`src/rtl/uart_rx.sv`:
```
// uart_rx: 8N1 serial receiver (8E1 when UART_RX_PARITY_EN is defined) with a memory-mapped holding register and sticky flags
module uart_rx #(
  parameter int unsigned CLKS_PER_BIT = 5208
) (
  input  logic       clk,
  input  logic       rst,
  input  logic       rx,
  input  logic       uart_sel,
  input  logic       rd,
  output logic [7:0] data_out,
  output logic       rx_ready,
  output logic       frame_err,
  output logic       overrun,
  output logic       parity_err
);
  localparam logic [2:0] S_IDLE  = 3'd0;
  localparam logic [2:0] S_START = 3'd1;
  localparam logic [2:0] S_DATA  = 3'd2;
  localparam logic [2:0] S_STOP  = 3'd3;
  localparam logic [2:0] S_BREAK = 3'd4;
`ifdef UART_RX_PARITY_EN
  localparam logic [2:0] S_PARITY     = 3'd5;
  localparam logic [2:0] S_AFTER_DATA = S_PARITY;
`else
  localparam logic [2:0] S_AFTER_DATA = S_STOP;
`endif
  localparam logic [15:0] TICK = 16'(CLKS_PER_BIT - 1);
  localparam logic [15:0] MID  = 16'(CLKS_PER_BIT / 2 - 1);

  logic        rx_meta_q, rx_s_q;
  logic [2:0]  state_q, state_d;
  logic [15:0] cnt_q, cnt_d;
  logic [2:0]  idx_q, idx_d;
  logic [7:0]  shift_q, shift_d, data_q, data_d;
  logic        ready_q, ready_d, ferr_q, ferr_d, ovr_q, ovr_d, perr_q, perr_d;
  logic        tick, load, ferr_set, pbad_set, rd_eff;
`ifdef UART_RX_PARITY_EN
  logic        pbad_q, pbad_d;
`endif

  always_comb begin
    state_d  = state_q;
    idx_d    = idx_q;
    shift_d  = shift_q;
    load     = 1'b0;
    ferr_set = 1'b0;
    tick     = cnt_q == TICK;
`ifdef UART_RX_PARITY_EN
    pbad_d   = pbad_q;
`endif
    case (state_q)
      S_IDLE:  state_d = rx_s_q ? S_IDLE : S_START;
      S_START: if (cnt_q == MID) begin
        state_d = rx_s_q ? S_IDLE : S_DATA;
        idx_d   = 3'd0;
      end
      S_DATA: if (tick) begin
        shift_d = {rx_s_q, shift_q[7:1]};
        idx_d   = idx_q + 3'd1;
        state_d = (idx_q == 3'd7) ? S_AFTER_DATA : S_DATA;
      end
`ifdef UART_RX_PARITY_EN
      S_PARITY: if (tick) begin
        pbad_d  = rx_s_q != ^shift_q;
        state_d = S_STOP;
      end
`endif
      S_STOP: if (tick) begin
        load     = rx_s_q;
        ferr_set = ~rx_s_q;
        state_d  = rx_s_q ? S_IDLE : S_BREAK;
      end
      S_BREAK: state_d = rx_s_q ? S_IDLE : S_BREAK;
      default: state_d = S_IDLE;
    endcase
    // counter restarts on every state change and at each data-bit boundary
    cnt_d = (state_q == S_IDLE || state_d != state_q || (state_q == S_DATA && tick)) ? 16'd0 : cnt_q + 16'd1;
`ifdef UART_RX_PARITY_EN
    pbad_set = load & pbad_q;
`else
    pbad_set = 1'b0;
`endif
    rd_eff  = uart_sel & rd & ready_q;
    data_d  = load ? shift_q : data_q;
    ready_d = (ready_q & ~rd_eff) | load;
    ovr_d   = (ovr_q & ~rd_eff) | (load & ready_q & ~rd_eff);
    ferr_d  = (ferr_q & ~rd_eff) | ferr_set;
    perr_d  = (perr_q & ~rd_eff) | pbad_set;
  end

  always_ff @(posedge clk) begin
    if (rst) begin
      rx_meta_q <= 1'b1;
      rx_s_q    <= 1'b1;
      state_q   <= S_IDLE;
      cnt_q     <= 16'd0;
      idx_q     <= 3'd0;
      shift_q   <= 8'h00;
      data_q    <= 8'h00;
      ready_q   <= 1'b0;
      ferr_q    <= 1'b0;
      ovr_q     <= 1'b0;
      perr_q    <= 1'b0;
`ifdef UART_RX_PARITY_EN
      pbad_q    <= 1'b0;
`endif
    end else begin
      rx_meta_q <= rx;
      rx_s_q    <= rx_meta_q;
      state_q   <= state_d;
      cnt_q     <= cnt_d;
      idx_q     <= idx_d;
      shift_q   <= shift_d;
      data_q    <= data_d;
      ready_q   <= ready_d;
      ferr_q    <= ferr_d;
      ovr_q     <= ovr_d;
      perr_q    <= perr_d;
`ifdef UART_RX_PARITY_EN
      pbad_q    <= pbad_d;
`endif
    end
  end

  assign data_out   = data_q;
  assign rx_ready   = ready_q;
  assign frame_err  = ferr_q;
  assign overrun    = ovr_q;
  assign parity_err = perr_q;
endmodule

```
`config.mk`:
```
export PLATFORM = sky130hd
export DESIGN_NAME = uart_rx
export DESIGN_NICKNAME = d
export VERILOG_FILES = /design/src/rtl/uart_rx.sv
export SDC_FILE = /design/constraint.sdc
export NUM_CORES = 1
export LEC_CHECK = 0
export ABC_AREA = 1
export CORE_MARGIN = 4
export CORE_UTILIZATION = 57
export DETAILED_ROUTE_END_ITERATION = 8
export PLACE_DENSITY_LB_ADDON = 0.2
export SLEW_MARGIN = 10
export SYNTH_ARGS = -nofsm -noshare
export SYNTH_HDL_FRONTEND = slang
export SYNTH_SLANG_ARGS = --single-unit
```
`constraint.sdc`:
```
create_clock -name clk -period 1.95 [get_ports clk]
set_input_delay 0.585 -clock clk [delete_from_list [all_inputs] [get_ports clk]]
set_output_delay 0.585 -clock clk [all_outputs]
set_load 0.01 [all_outputs]
```
=== Word level (Yosys, flattened, before mapping) ===
Cells that the tools add are included.

* Flip-flop bits (word level): 44
* Bits of input ports: 5
* Output and inout bits: 12
* Word-level logic and storage cells: 59

* Add/sub/neg operators: 2
* Eq/ne operators: 10
* Mux-type cells: 15
* Bitwise gates (word level): 13
* Reductions and logical operators: 8

{| class="wikitable"
|+ Operator list
! operator !! number
|-
| 2-to-1 mux 3 bit || 6
|-
| adder 16 x 1 -> 16 bit (second input constant) || 1
|-
| equality test 16 x 12 -> 1 bit (second input constant) || 1
|-
| equality test 16 x 13 -> 1 bit (second input constant) || 1
|-
| one-hot mux 3 bit (5 select lines) || 1
|-
| bitwise AND 1 bit || 8
|-
| equality test 3 x 2 -> 1 bit (second input constant) || 2
|-
| equality test 3 bit (second input constant) || 2
|-
| 2-to-1 mux 1 bit || 6
|-
| one-hot mux 3 bit (2 select lines) || 1
|-
| != test 2 bit (second input constant) || 2
|-
| adder 3 x 1 -> 3 bit (second input constant) || 1
|-
| equality test 3 x 1 -> 1 bit (second input constant) || 1
|-
| logical NOT 3 bit || 1
|-
| != test 3 bit || 1
|-
| OR 1 bit || 3
|-
| AND reduction 3 bit || 1
|-
| logical OR 1 bit || 2
|-
| 2-to-1 mux 2 bit || 1
|-
| inverter 1 bit || 2
|-
| AND reduction 2 bit || 1
|-
| nonzero test 2 bit || 1
|-
| OR reduction 2 bit || 1
|-
| logical AND 1 bit || 1
|}

=== Depth between registers and ports, before layout ===
Gate-level depths: netlist (run 1).

* Depth in word-level cells: 8
* Gate-level depth with buffers: 13

=== Least setup slack after synthesis (run 1) ===
Ideal clock, no wire load.

* Path type: register -> register
* Start: register cnt_q[0]
* End: register cnt_q[4]
* Arrival: 1.523 ns
* Data required time: 1.830 ns
* Slack: 0.307 ns
* Stages on the path, launching flop included: 14
* Cells stage by stage: dfxtp_1 -> ha_1 -> nand2_2 -> inv_2 -> nand2_2 -> nor2_4 -> nand2_2 -> nand2_1 -> nand3b_1 -> nor2_2 -> nor2_2 -> nand2_4 -> buf_12 -> nor2_4

* Cells in the longest elaborated chain, start to end: 7
* Elaborated cells on any way between the ends: 12
* Classes of those cells: add/sub (1); eq/ne (3); mux (4); reduce/logical (4)

{| class="wikitable"
|+ RTL lines
! what !! RTL line !! text
|-
| start, declared || 32 || <nowiki>logic [15:0] cnt_q, cnt_d;</nowiki>
|-
| start signal, assigned || 111 || <nowiki>cnt_q <= cnt_d;</nowiki>
|-
| equality test 16 x 13 -> 1 bit / equality test 16 x 12 -> 1 bit (equally long branches) || 47, 53 ||
|-
| 2-to-1 mux 3 bit (on tied branches) || 68, 53, 57 ||
|-
| one-hot mux 3 bit (5 select lines) || 51 || <nowiki>case (state_q)</nowiki>
|-
| != test 3 bit || 77 || <nowiki>cnt_d = (state_q == S_IDLE || state_d != state_q || (state_q == S_DATA && tick)) ? 16'd0 : cnt_q + 16'd1;</nowiki>
|-
| logical OR 1 bit (2 in a row) || 77 ||
|-
| OR reduction 2 bit (no source line) || -- ||
|}

Parallel ways exist; a longest one is shown, timed or not.
A chain may end at the register's enable or synchronous reset.

=== Worst setup path after layout (run 1) ===
* Start: register ready_q, in the netlist rx_ready
* End: output port rx_ready

{| class="wikitable"
|+ RTL lines
! what !! RTL line !! text
|-
| start, declared || 35 || <nowiki>logic ready_q, ready_d, ferr_q, ferr_d, ovr_q, ovr_d, perr_q, perr_d;</nowiki>
|-
| start signal, assigned || 115 || <nowiki>ready_q <= ready_d;</nowiki>
|-
| end, declared || 11 || <nowiki>output logic rx_ready,</nowiki>
|}

No word-level cell between the ends.

==> results of run 1 <==
[final cells by class]
cell class / count / area [um^2]
flip-flops and latches: 44 / 881
inverters: 31 / 116
repair buffers: 24 / 245
clock buffers: 6 / 82.6
well taps: 48 / 60.1
clock inverters: 2 / 38.8
multi-input cells: 200 / 1090
fillers: 320 / 1140
[worst min-delay path by stage]
| stage | cells after the start | startpoint | to | slack (ps) |
|---|---|---|---|---|
| 2_1_floorplan | 1 | rx_meta_q$_SDFF_PP1_ | rx_s_q$_SDFF_PP1_ | 390 |
| 3_3_place_gp | 1 | rx_meta_q$_SDFF_PP1_ | rx_s_q$_SDFF_PP1_ | 390 |
| 3_5_place_dp | 1 | rx_meta_q$_SDFF_PP1_ | rx_s_q$_SDFF_PP1_ | 410 |
| 4_1_cts | 1 | rx_meta_q$_SDFF_PP1_ | rx_s_q$_SDFF_PP1_ | 430 |
| 5_1_grt | 2 | parity_err$_SDFF_PP0_ | parity_err$_SDFF_PP0_ | 450 |
| 6_report | 1 | rx_meta_q$_SDFF_PP1_ | rx_s_q$_SDFF_PP1_ | 420 |
[power groups by stage]
stage	clock network, mW	registers [mW]	logic (mW)
global placement	0	0.925	0.0462
floorplan	0	0.925	0.0313
CTS	0.741	0.904	0.0468
detailed placement	0	0.925	0.0466
finish	0.726	0.904	0.0526
global route	0.786	0.905	0.0577
[sequential cells by signal, indices dropped and copies added, names as in the netlist]
name and count:
overrun 1, idx_q 3, rx_meta_q 1, frame_err 1, shift_q 8, rx_s_q 1
state_q 3, rx_ready 1, data_out 8, parity_err 1, cnt_q 16
[timing repair]
item	in CTS	in global routing
resized for setup	0	1
buffers inserted	0	2
hold endpoints to repair	0	0
setup endpoints to repair	0	16
hold buffers	0	0
[per-stage QoR]
stage          cells  utilization [%]
6_report         355             68.8
5_1_grt          355             68.8
4_1_cts          353             67.6
3_5_place_dp     345             64.3
3_3_place_gp     345             64.3
2_1_floorplan    284                -
[layer usage]
layer	track usage (%)	share of wire (%)	wire, um
met5	0	0	0
met4	4.04	1.1	46
met3	5.36	4.5	189
met2	28.6	45	1890
met1	25.1	49	2050
[placed cells by master (no fill, tap or decap), types with 2 or more instances in the layout]
master            n
a21oi_1          11
a31oi_1           2
buf_12            2
buf_4             6
clkbuf_8          6
clkdlybuf4s50_1  16
dfxtp_1          44
ha_1              2
inv_1            23
inv_2             7
nand2_1          36
nand2_2           6
nand3_1          19
nand3_2           2
nand3b_1          2
nand4_1           7
nor2_1           51
nor2_2           13
nor2_4            5
nor3_1            3
nor3b_1           2
nor4_1            2
o21ai_0          13
or2_2             2
xnor2_1           2
xor2_1           11
[worst register-to-register path: cells and delay by family, from the launching register on]
kind,cells,cell delay (ps)
adder cells (fa/ha/maj),1,240
flip-flops,1,360
buffers and inverters,2,190
AND/OR/NAND/NOR,10,870
[kinds of logic after synthesis]
| logic type | count (synthesis) | share of synthesized area, % |
|---|---|---|
| fa+ha+maj | 3 | 1.73 |
| buf+inv | 40 | 8.84 |
| flops | 44 | 40.7 |
| simple gates | 153 | 35.5 |
| compound gates | 31 | 7.98 |
| xor+xnor | 13 | 5.26 |
==> flow_summary.html, run 1 <==
<table>
<tr><th>Metric</th><th>Value</th></tr>
<tr><th colspan="2">Worst setup path</th></tr>
<tr><td>Stages on worst setup path</td><td>1</td></tr>
<tr><td>Slowest cell delay on critical path</td><td>550 ps</td></tr>
<tr><td>Setup slack, reg-to-reg</td><td>about 180 ps</td></tr>
<tr><td>Endpoint of the worst setup timing path</td><td>rx_ready</td></tr>
<tr><td>Required time worst endpoint</td><td>1360 ps</td></tr>
<tr><td>Number of cells traversed by the worst register-to-register path</td><td>13</td></tr>
<tr><td>Worst setup EP type</td><td>output pin</td></tr>
<tr><td>Kind of cell with the highest combined delay on the critical path</td><td>buffers and inverters</td></tr>
<tr><td>Crit-path slowest cell</td><td>clkdlybuf4s50_1</td></tr>
<tr><td>WP buf/inv</td><td>1</td></tr>
<tr><td>Launching instance or port of the critical path</td><td>rx_ready$_SDFF_PP0_</td></tr>
<tr><td>Terminus of the critical flop-to-flop path</td><td>cnt_q[13]$_SDFF_PP0_</td></tr>
<tr><td>Arrival time of data at the critical path endpoint</td><td>1220 ps</td></tr>
<tr><td>Cell-by-cell listing of the critical path</td><td>clkdlybuf4s50_1</td></tr>
<tr><td>Worst Path Class, Setup</td><td>reg2out</td></tr>
<tr><td>Type of origin of the critical path</td><td>flop</td></tr>
<tr><td>Largest fanout on the critical path</td><td>4</td></tr>
<tr><td>Reg-to-reg startpoint</td><td>cnt_q[0]$_SDFF_PP0_</td></tr>
<tr><th colspan="2">Logic synthesis</th></tr>
<tr><td>Dominant register cell in the synthesized netlist</td><td>dfxtp_1</td></tr>
<tr><td>Number of distinct library cell variants in the gate-level netlist after synthesis</td><td>36</td></tr>
<tr><td>Fraction of the yosys area taken by sequential cells</td><td>40.7%</td></tr>
<tr><td>Cell taking the most area after synthesis</td><td>dfxtp_1</td></tr>
<tr><td>Post-synth EDFFs</td><td>0</td></tr>
<tr><td>Synthesized area divided by synthesized cell count</td><td>7.62 um^2</td></tr>
<tr><td>Yosys warning total</td><td>0</td></tr>
<tr><td>Flops &amp; latches, synth</td><td>44</td></tr>
<tr><td>Synth Net Count</td><td>slightly below 300</td></tr>
<tr><td>Async SR Flop Fraction</td><td>0%</td></tr>
<tr><td>Top-count cell post-synth</td><td>nor2_1</td></tr>
<tr><td>Most numerous cell types in the synthesized netlist</td><td>nor2_1 (51), dfxtp_1 (44), nand2_1 (36)</td></tr>
<tr><td>Synth area leaders</td><td>dfxtp_1 (41%), nor2_1 (8.8%), nand2_1 (6.2%)</td></tr>
<tr><td>Number of instances in the synthesized netlist</td><td>about 280</td></tr>
<tr><td>Top-area cell type share of the netlist area</td><td>between 40% and 50%</td></tr>
<tr><td>Cell area after synthesis</td><td>2160 um^2</td></tr>
<tr><th colspan="2">Die</th></tr>
<tr><td>Die boundary height</td><td>around 70 um</td></tr>
<tr><td>Site Rows</td><td>22</td></tr>
<tr><td>Core Box Area</td><td>roughly 3700 um^2</td></tr>
<tr><td>Count of pins on the block boundary</td><td>17</td></tr>
<tr><td>Die width</td><td>69.6 um</td></tr>
<tr><td>Die area</td><td>4850 um^2</td></tr>
<tr><td>Starting Density</td><td>59.1%</td></tr>
<tr><th colspan="2">Routing</th></tr>
<tr><td>TritonRoute pass-1 iters</td><td>4</td></tr>
<tr><td>Routed length per placed instance</td><td>11.7 um</td></tr>
<tr><td>Routed vias/inst</td><td>5.18</td></tr>
<tr><td>Final Routed Wirelength</td><td>4.17 mm</td></tr>
<tr><td>Number of DRC violations after detailed routing</td><td>0</td></tr>
<tr><td>Initial detailed-routing violation count</td><td>about 130</td></tr>
<tr><td>Count of nets left with antenna violations after detail routing</td><td>0</td></tr>
<tr><td>Number of vias after detailed routing</td><td>1839</td></tr>
<tr><th colspan="2">Global routing</th></tr>
<tr><td>Global-route congestion overflow total</td><td>0</td></tr>
<tr><td>First-pass GRT wire length</td><td>~7.4 mm</td></tr>
<tr><td>Via count of the first global-routing pass</td><td>1659</td></tr>
<tr><td>Initial antenna violation count</td><td>0</td></tr>
<tr><td>Global-route usage over all layers</td><td>18.3%</td></tr>
<tr><td>Maximum number of pins on one net before global-route repair</td><td>18</td></tr>
<tr><th colspan="2">Placement</th></tr>
<tr><td>Post-placement cell area</td><td>between 2000 and 2500 um^2</td></tr>
<tr><td>Minimum setup slack after placement</td><td>around 86 ps</td></tr>
<tr><td>Weighted congestion at the end of routability-driven global placement</td><td>around 0.93</td></tr>
<tr><td>Detailed placement HPWL</td><td>around 3.0 mm</td></tr>
<tr><td>Total of buffers placed on input and output ports</td><td>16</td></tr>
<tr><th colspan="2">Power</th></tr>
<tr><td>Sequential Power Share</td><td>53.7%</td></tr>
<tr><td>Worst vdd ir</td><td>about 0.00045 V</td></tr>
<tr><td>Net switching power</td><td>340 uW</td></tr>
<tr><td>Sw frac</td><td>20.2%</td></tr>
<tr><td>Leakage power summed over all cells</td><td>0.995 nW</td></tr>
<tr><td>Int Pwr</td><td>1.34 mW</td></tr>
<tr><td>Post-layout total power</td><td>approximately 1.7 mW</td></tr>
<tr><td>Logic gate share of total power</td><td>around 3.1%</td></tr>
<tr><td>Pwr Density</td><td>between 600 and 700 nW/um^2</td></tr>
<tr><td>Clock network power share</td><td>43.1%</td></tr>
<tr><th colspan="2">Clock tree</th></tr>
<tr><td>Level count of the clock H-tree</td><td>2</td></tr>
<tr><td>Number of buffers added by the clock tree synthesis step</td><td>5</td></tr>
<tr><td>CTS clock-pin slew for the worst setup and hold paths</td><td>roughly 80 ps</td></tr>
<tr><td>Clock latency of the later-clocked register in the worst-skew pair</td><td>roughly 300 ps</td></tr>
<tr><td>Clk sinks</td><td>44</td></tr>
<tr><td>Root Buffer Master</td><td>clkbuf_8</td></tr>
<tr><td>Worst-case clock buffer depth</td><td>2</td></tr>
<tr><td>Clock tree from TritonCTS</td><td>built</td></tr>
<tr><th colspan="2">STA</th></tr>
<tr><td>Setup-failing EPs final</td><td>0</td></tr>
<tr><td>Final min period</td><td>between 1500 and 2000 ps</td></tr>
<tr><td>Accumulated negative setup slack</td><td>0 ps</td></tr>
<tr><td>Timing-limited maximum frequency</td><td>0.554 GHz</td></tr>
<tr><td>Final Cycle Share</td><td>a little over 90%</td></tr>
<tr><td>Actual transition at the worst max-transition pin</td><td>just over 400 ps</td></tr>
<tr><td>Max-Slew Margin vs Limit</td><td>72.2%</td></tr>
<tr><td>Final worst slack</td><td>approximately 150 ps</td></tr>
<tr><td>Worst clock skew</td><td>between 5 and 6 ps</td></tr>
<tr><td>Worst hold margin</td><td>425 ps</td></tr>
<tr><td>Setup repair after global routing missed its margin</td><td>no</td></tr>
<tr><td>Hold Fails Final Rpt</td><td>0</td></tr>
<tr><td>Final Slew Violations</td><td>0</td></tr>
<tr><th colspan="2">Finish</th></tr>
<tr><td>Count of antenna diodes in the layout</td><td>0</td></tr>
<tr><td>Area growth, synth to finish</td><td>16.4%</td></tr>
<tr><td>Final std cell area, no fill</td><td>2520 um^2</td></tr>
<tr><td>Number of nets in the final layout</td><td>314</td></tr>
<tr><td>Fraction of layout cells with a size suffix above 1</td><td>18.6%</td></tr>
<tr><th colspan="2">Min path</th></tr>
<tr><td>Hold crit path type</td><td>reg2reg</td></tr>
<tr><th colspan="2">Flow run</th></tr>
<tr><td>Count of max-cap constraint violations</td><td>0</td></tr>
<tr><th colspan="2">Status</th></tr>
<tr><td>Outcome</td><td>complete, no violations</td></tr>
</table>
No activity file was read; power rests on OpenSTA's default activity.
==> inputs of run 2 (changes only) <==
Settings changed: CORE_UTILIZATION 57 to 60.
Clock period 1.95 ns to 2.2 ns, I/O delays scaled along.
==> flow_summary.html, run 2 (synthesis results as in run 1) <==
<table>
<tr><th>Metric</th><th>Value</th></tr>
<tr><th colspan="2">Status</th></tr>
<tr><td>Outcome</td><td>complete, no violations (unchanged)</td></tr>
<tr><th colspan="2">Finish</th></tr>
<tr><td>Count of antenna diodes in the layout</td><td>0 (unchanged)</td></tr>
<tr><td>Final std cell area, no fill</td><td>2420 um^2 (was 2520 um^2)</td></tr>
<tr><td>Number of nets in the final layout</td><td>310 (was 314)</td></tr>
<tr><td>Register ranked first by flip-flop count</td><td>cnt_q (unchanged)</td></tr>
<tr><td>Largest register FFs</td><td>16 (unchanged)</td></tr>
<tr><td>Area growth, synth to finish</td><td>11.8% (was 16.4%)</td></tr>
<tr><td>Post-Layout Cell Count</td><td>349 (was 355)</td></tr>
<tr><td>Fraction of layout cells with a size suffix above 1</td><td>17.2% (was 18.6%)</td></tr>
<tr><td>Layout Utilization</td><td>70.9% (was 68.8%)</td></tr>
<tr><td>Most common cell after layout, fill and taps aside</td><td>nor2_1 (unchanged)</td></tr>
<tr><td>Commonest non-fill, non-tap cells in the layout</td><td>nor2_1 (51), dfxtp_1 (44), nand2_1 (36) (unchanged)</td></tr>
<tr><th colspan="2">Power</th></tr>
<tr><td>Pwr Density</td><td>562 nW/um^2 (was 668 nW/um^2)</td></tr>
<tr><td>Leakage power summed over all cells</td><td>0.946 nW (was 0.995 nW)</td></tr>
<tr><td>Post-layout total power</td><td>1.36 mW (was 1.68 mW)</td></tr>
<tr><td>Worst vdd ir</td><td>0.000460 V (was 0.000453 V)</td></tr>
<tr><th colspan="2">Global routing</th></tr>
<tr><td>Via count of the first global-routing pass</td><td>1609 (was 1659)</td></tr>
<tr><td>First-pass GRT wire length</td><td>6.87 mm (was 7.36 mm)</td></tr>
<tr><td>Initial antenna violation count</td><td>0 (unchanged)</td></tr>
<tr><td>Maximum number of pins on one net before global-route repair</td><td>18 (unchanged)</td></tr>
<tr><td>Global-route usage over all layers</td><td>19.7% (was 18.3%)</td></tr>
<tr><td>Global-route congestion overflow total</td><td>0 (unchanged)</td></tr>
<tr><th colspan="2">STA</th></tr>
<tr><td>Final worst slack</td><td>229 ps (was 145 ps)</td></tr>
<tr><td>Worst hold margin</td><td>431 ps (was 425 ps)</td></tr>
<tr><td>Final Slew Violations</td><td>0 (unchanged)</td></tr>
<tr><td>Setup-failing EPs final</td><td>0 (unchanged)</td></tr>
<tr><td>Final Cycle Share</td><td>about 90%</td></tr>
<tr><td>Max-Slew Margin vs Limit</td><td>69.5% (was 72.2%)</td></tr>
<tr><td>Timing-limited maximum frequency</td><td>0.507 GHz</td></tr>
<tr><td>Worst clock skew</td><td>14.8 ps (was 5.04 ps)</td></tr>
<tr><td>Setup repair after global routing missed its margin</td><td>no (unchanged)</td></tr>
<tr><td>Actual transition at the worst max-transition pin</td><td>455 ps (was 413 ps)</td></tr>
<tr><td>Hold Fails Final Rpt</td><td>0 (unchanged)</td></tr>
<tr><td>Accumulated negative setup slack</td><td>0 ps (unchanged)</td></tr>
<tr><td>Final min period</td><td>1970 ps</td></tr>
<tr><th colspan="2">Routing</th></tr>
<tr><td>Routed vias/inst</td><td>5.11 (was 5.18)</td></tr>
<tr><td>TritonRoute pass-1 iters</td><td>4 (unchanged)</td></tr>
<tr><td>Number of vias after detailed routing</td><td>1783 (was 1839)</td></tr>
<tr><td>Count of nets left with antenna violations after detail routing</td><td>0 (unchanged)</td></tr>
<tr><td>Number of DRC violations after detailed routing</td><td>0 (unchanged)</td></tr>
<tr><td>Routed length per placed instance</td><td>11.4 um (was 11.7 um)</td></tr>
<tr><td>Initial detailed-routing violation count</td><td>78 (was 129)</td></tr>
<tr><td>Final Routed Wirelength</td><td>3.97 mm (was 4.17 mm)</td></tr>
<tr><th colspan="2">Clock tree</th></tr>
<tr><td>Count of cells resized by post-cts repair</td><td>0 (unchanged)</td></tr>
<tr><td>Clock tree from TritonCTS</td><td>built (unchanged)</td></tr>
<tr><td>Level count of the clock H-tree</td><td>2 (unchanged)</td></tr>
<tr><td>CTS clock-pin slew for the worst setup and hold paths</td><td>130 ps (was 80 ps)</td></tr>
<tr><td>Root Buffer Master</td><td>clkbuf_4 (was clkbuf_8)</td></tr>
<tr><td>Post-CTS setup buffer count</td><td>0 (unchanged)</td></tr>
<tr><td>Clock latency of the later-clocked register in the worst-skew pair</td><td>370 ps (was 300 ps)</td></tr>
<tr><td>Number of buffers added by the clock tree synthesis step</td><td>5 (unchanged)</td></tr>
<tr><td>Hold-fix buffer count after cts</td><td>0 (unchanged)</td></tr>
<tr><td>Clk sinks</td><td>44 (unchanged)</td></tr>
<tr><td>Worst-case clock buffer depth</td><td>2 (unchanged)</td></tr>
<tr><th colspan="2">Worst setup path</th></tr>
<tr><td>Slowest cell delay on critical path</td><td>550 ps (about the same)</td></tr>
<tr><td>Cell-by-cell listing of the critical path</td><td>clkdlybuf4s50_1 (unchanged)</td></tr>
<tr><td>Crit-path slowest cell</td><td>clkdlybuf4s50_1 (unchanged)</td></tr>
<tr><td>Kind of cell with the highest combined delay on the critical path</td><td>buffers and inverters (unchanged)</td></tr>
<tr><td>Type of origin of the critical path</td><td>flop (unchanged)</td></tr>
<tr><td>Worst Path Class, Setup</td><td>reg2out (unchanged)</td></tr>
<tr><td>Largest fanout on the critical path</td><td>4 (unchanged)</td></tr>
<tr><td>Required time worst endpoint</td><td>1540 ps (was 1360 ps)</td></tr>
<tr><td>Worst setup EP type</td><td>output pin (unchanged)</td></tr>
<tr><td>Arrival time of data at the critical path endpoint</td><td>1310 ps (was 1220 ps)</td></tr>
<tr><td>WP buf/inv</td><td>1 (unchanged)</td></tr>
<tr><th colspan="2">Min path</th></tr>
<tr><td>Hold crit path type</td><td>reg2reg (unchanged)</td></tr>
<tr><th colspan="2">Placement</th></tr>
<tr><td>Total of buffers placed on input and output ports</td><td>16 (unchanged)</td></tr>
<tr><td>Detailed placement HPWL</td><td>2.91 mm (was 3.01 mm)</td></tr>
<tr><td>Minimum setup slack after placement</td><td>304 ps (was 86.2 ps)</td></tr>
<tr><td>Post-placement cell area</td><td>2340 um^2 (was 2350 um^2)</td></tr>
<tr><td>Placed Instances</td><td>341 (was 345)</td></tr>
<tr><td>Weighted congestion at the end of routability-driven global placement</td><td>0.879 (was 0.934)</td></tr>
<tr><th colspan="2">Die</th></tr>
<tr><td>Core Box Area</td><td>3420 um^2 (was 3660 um^2)</td></tr>
<tr><td>Die area</td><td>4630 um^2 (was 4850 um^2)</td></tr>
<tr><td>Site Rows</td><td>21 (was 22)</td></tr>
<tr><td>Starting Density</td><td>63.4% (was 59.1%)</td></tr>
<tr><td>Count of pins on the block boundary</td><td>17 (unchanged)</td></tr>
<tr><td>Die boundary height</td><td>68.1 um (was 69.6 um)</td></tr>
<tr><td>Die width</td><td>68.1 um (was 69.6 um)</td></tr>
<tr><th colspan="2">Flow run</th></tr>
<tr><td>Count of max-cap constraint violations</td><td>0 (unchanged)</td></tr>
</table>
==> run 2: changes by cell type in the layout (fill, tap and decap cells not counted) <==
| cell | change |
|---|---|
| clkinv_4 | -1 |
| inv_6 | +1 |
| ha_2 | -1 |
| ha_1 | +1 |
| buf_4 | -2 |
| clkinvlp_4 | +1 |
| clkbuf_4 | +5 |
| buf_12 | -2 |
| clkbuf_8 | -6 |
==> run 2: final cells by class <==
type                    count  area (um^2)
multi-input cells         200         1090
fillers                   302          995
flip-flops and latches     44          881
repair buffers             20          190
inverters                  31          116
well taps                  46         57.6
clock inverters             3         46.3
clock buffers               5         37.5
==> run 2: path summary, 6_finish.rpt <==
kind,startpoint,end,slack (ps),cells past startpoint
max,rx_ready$_SDFF_PP0_,rx_ready,230,1
min,rx_meta_q$_SDFF_PP1_,rx_s_q$_SDFF_PP1_,430,1
max reg2reg,cnt_q[0]$_SDFF_PP0_,shift_q[5]$_SDFFE_PP0P_,350,10
min reg2reg,rx_meta_q$_SDFF_PP1_,rx_s_q$_SDFF_PP1_,430,1
==> run 2: power breakdown <==
group	internal, mW	total [mW]	switching (mW)
clock	0.243	0.516	0.273
sequential	0.800	0.802	0.00249
combinational	0.0164	0.0412	0.0248
==> run 2: routing by layer <==
layer	global-route usage [%]	up-vias	part of all wire (%)
met5	0	-	0
met4	9.68	0	1.6
met3	3.94	7	4.6
met2	30.8	35	45
met1	25.7	793	49
li1	-	948	-
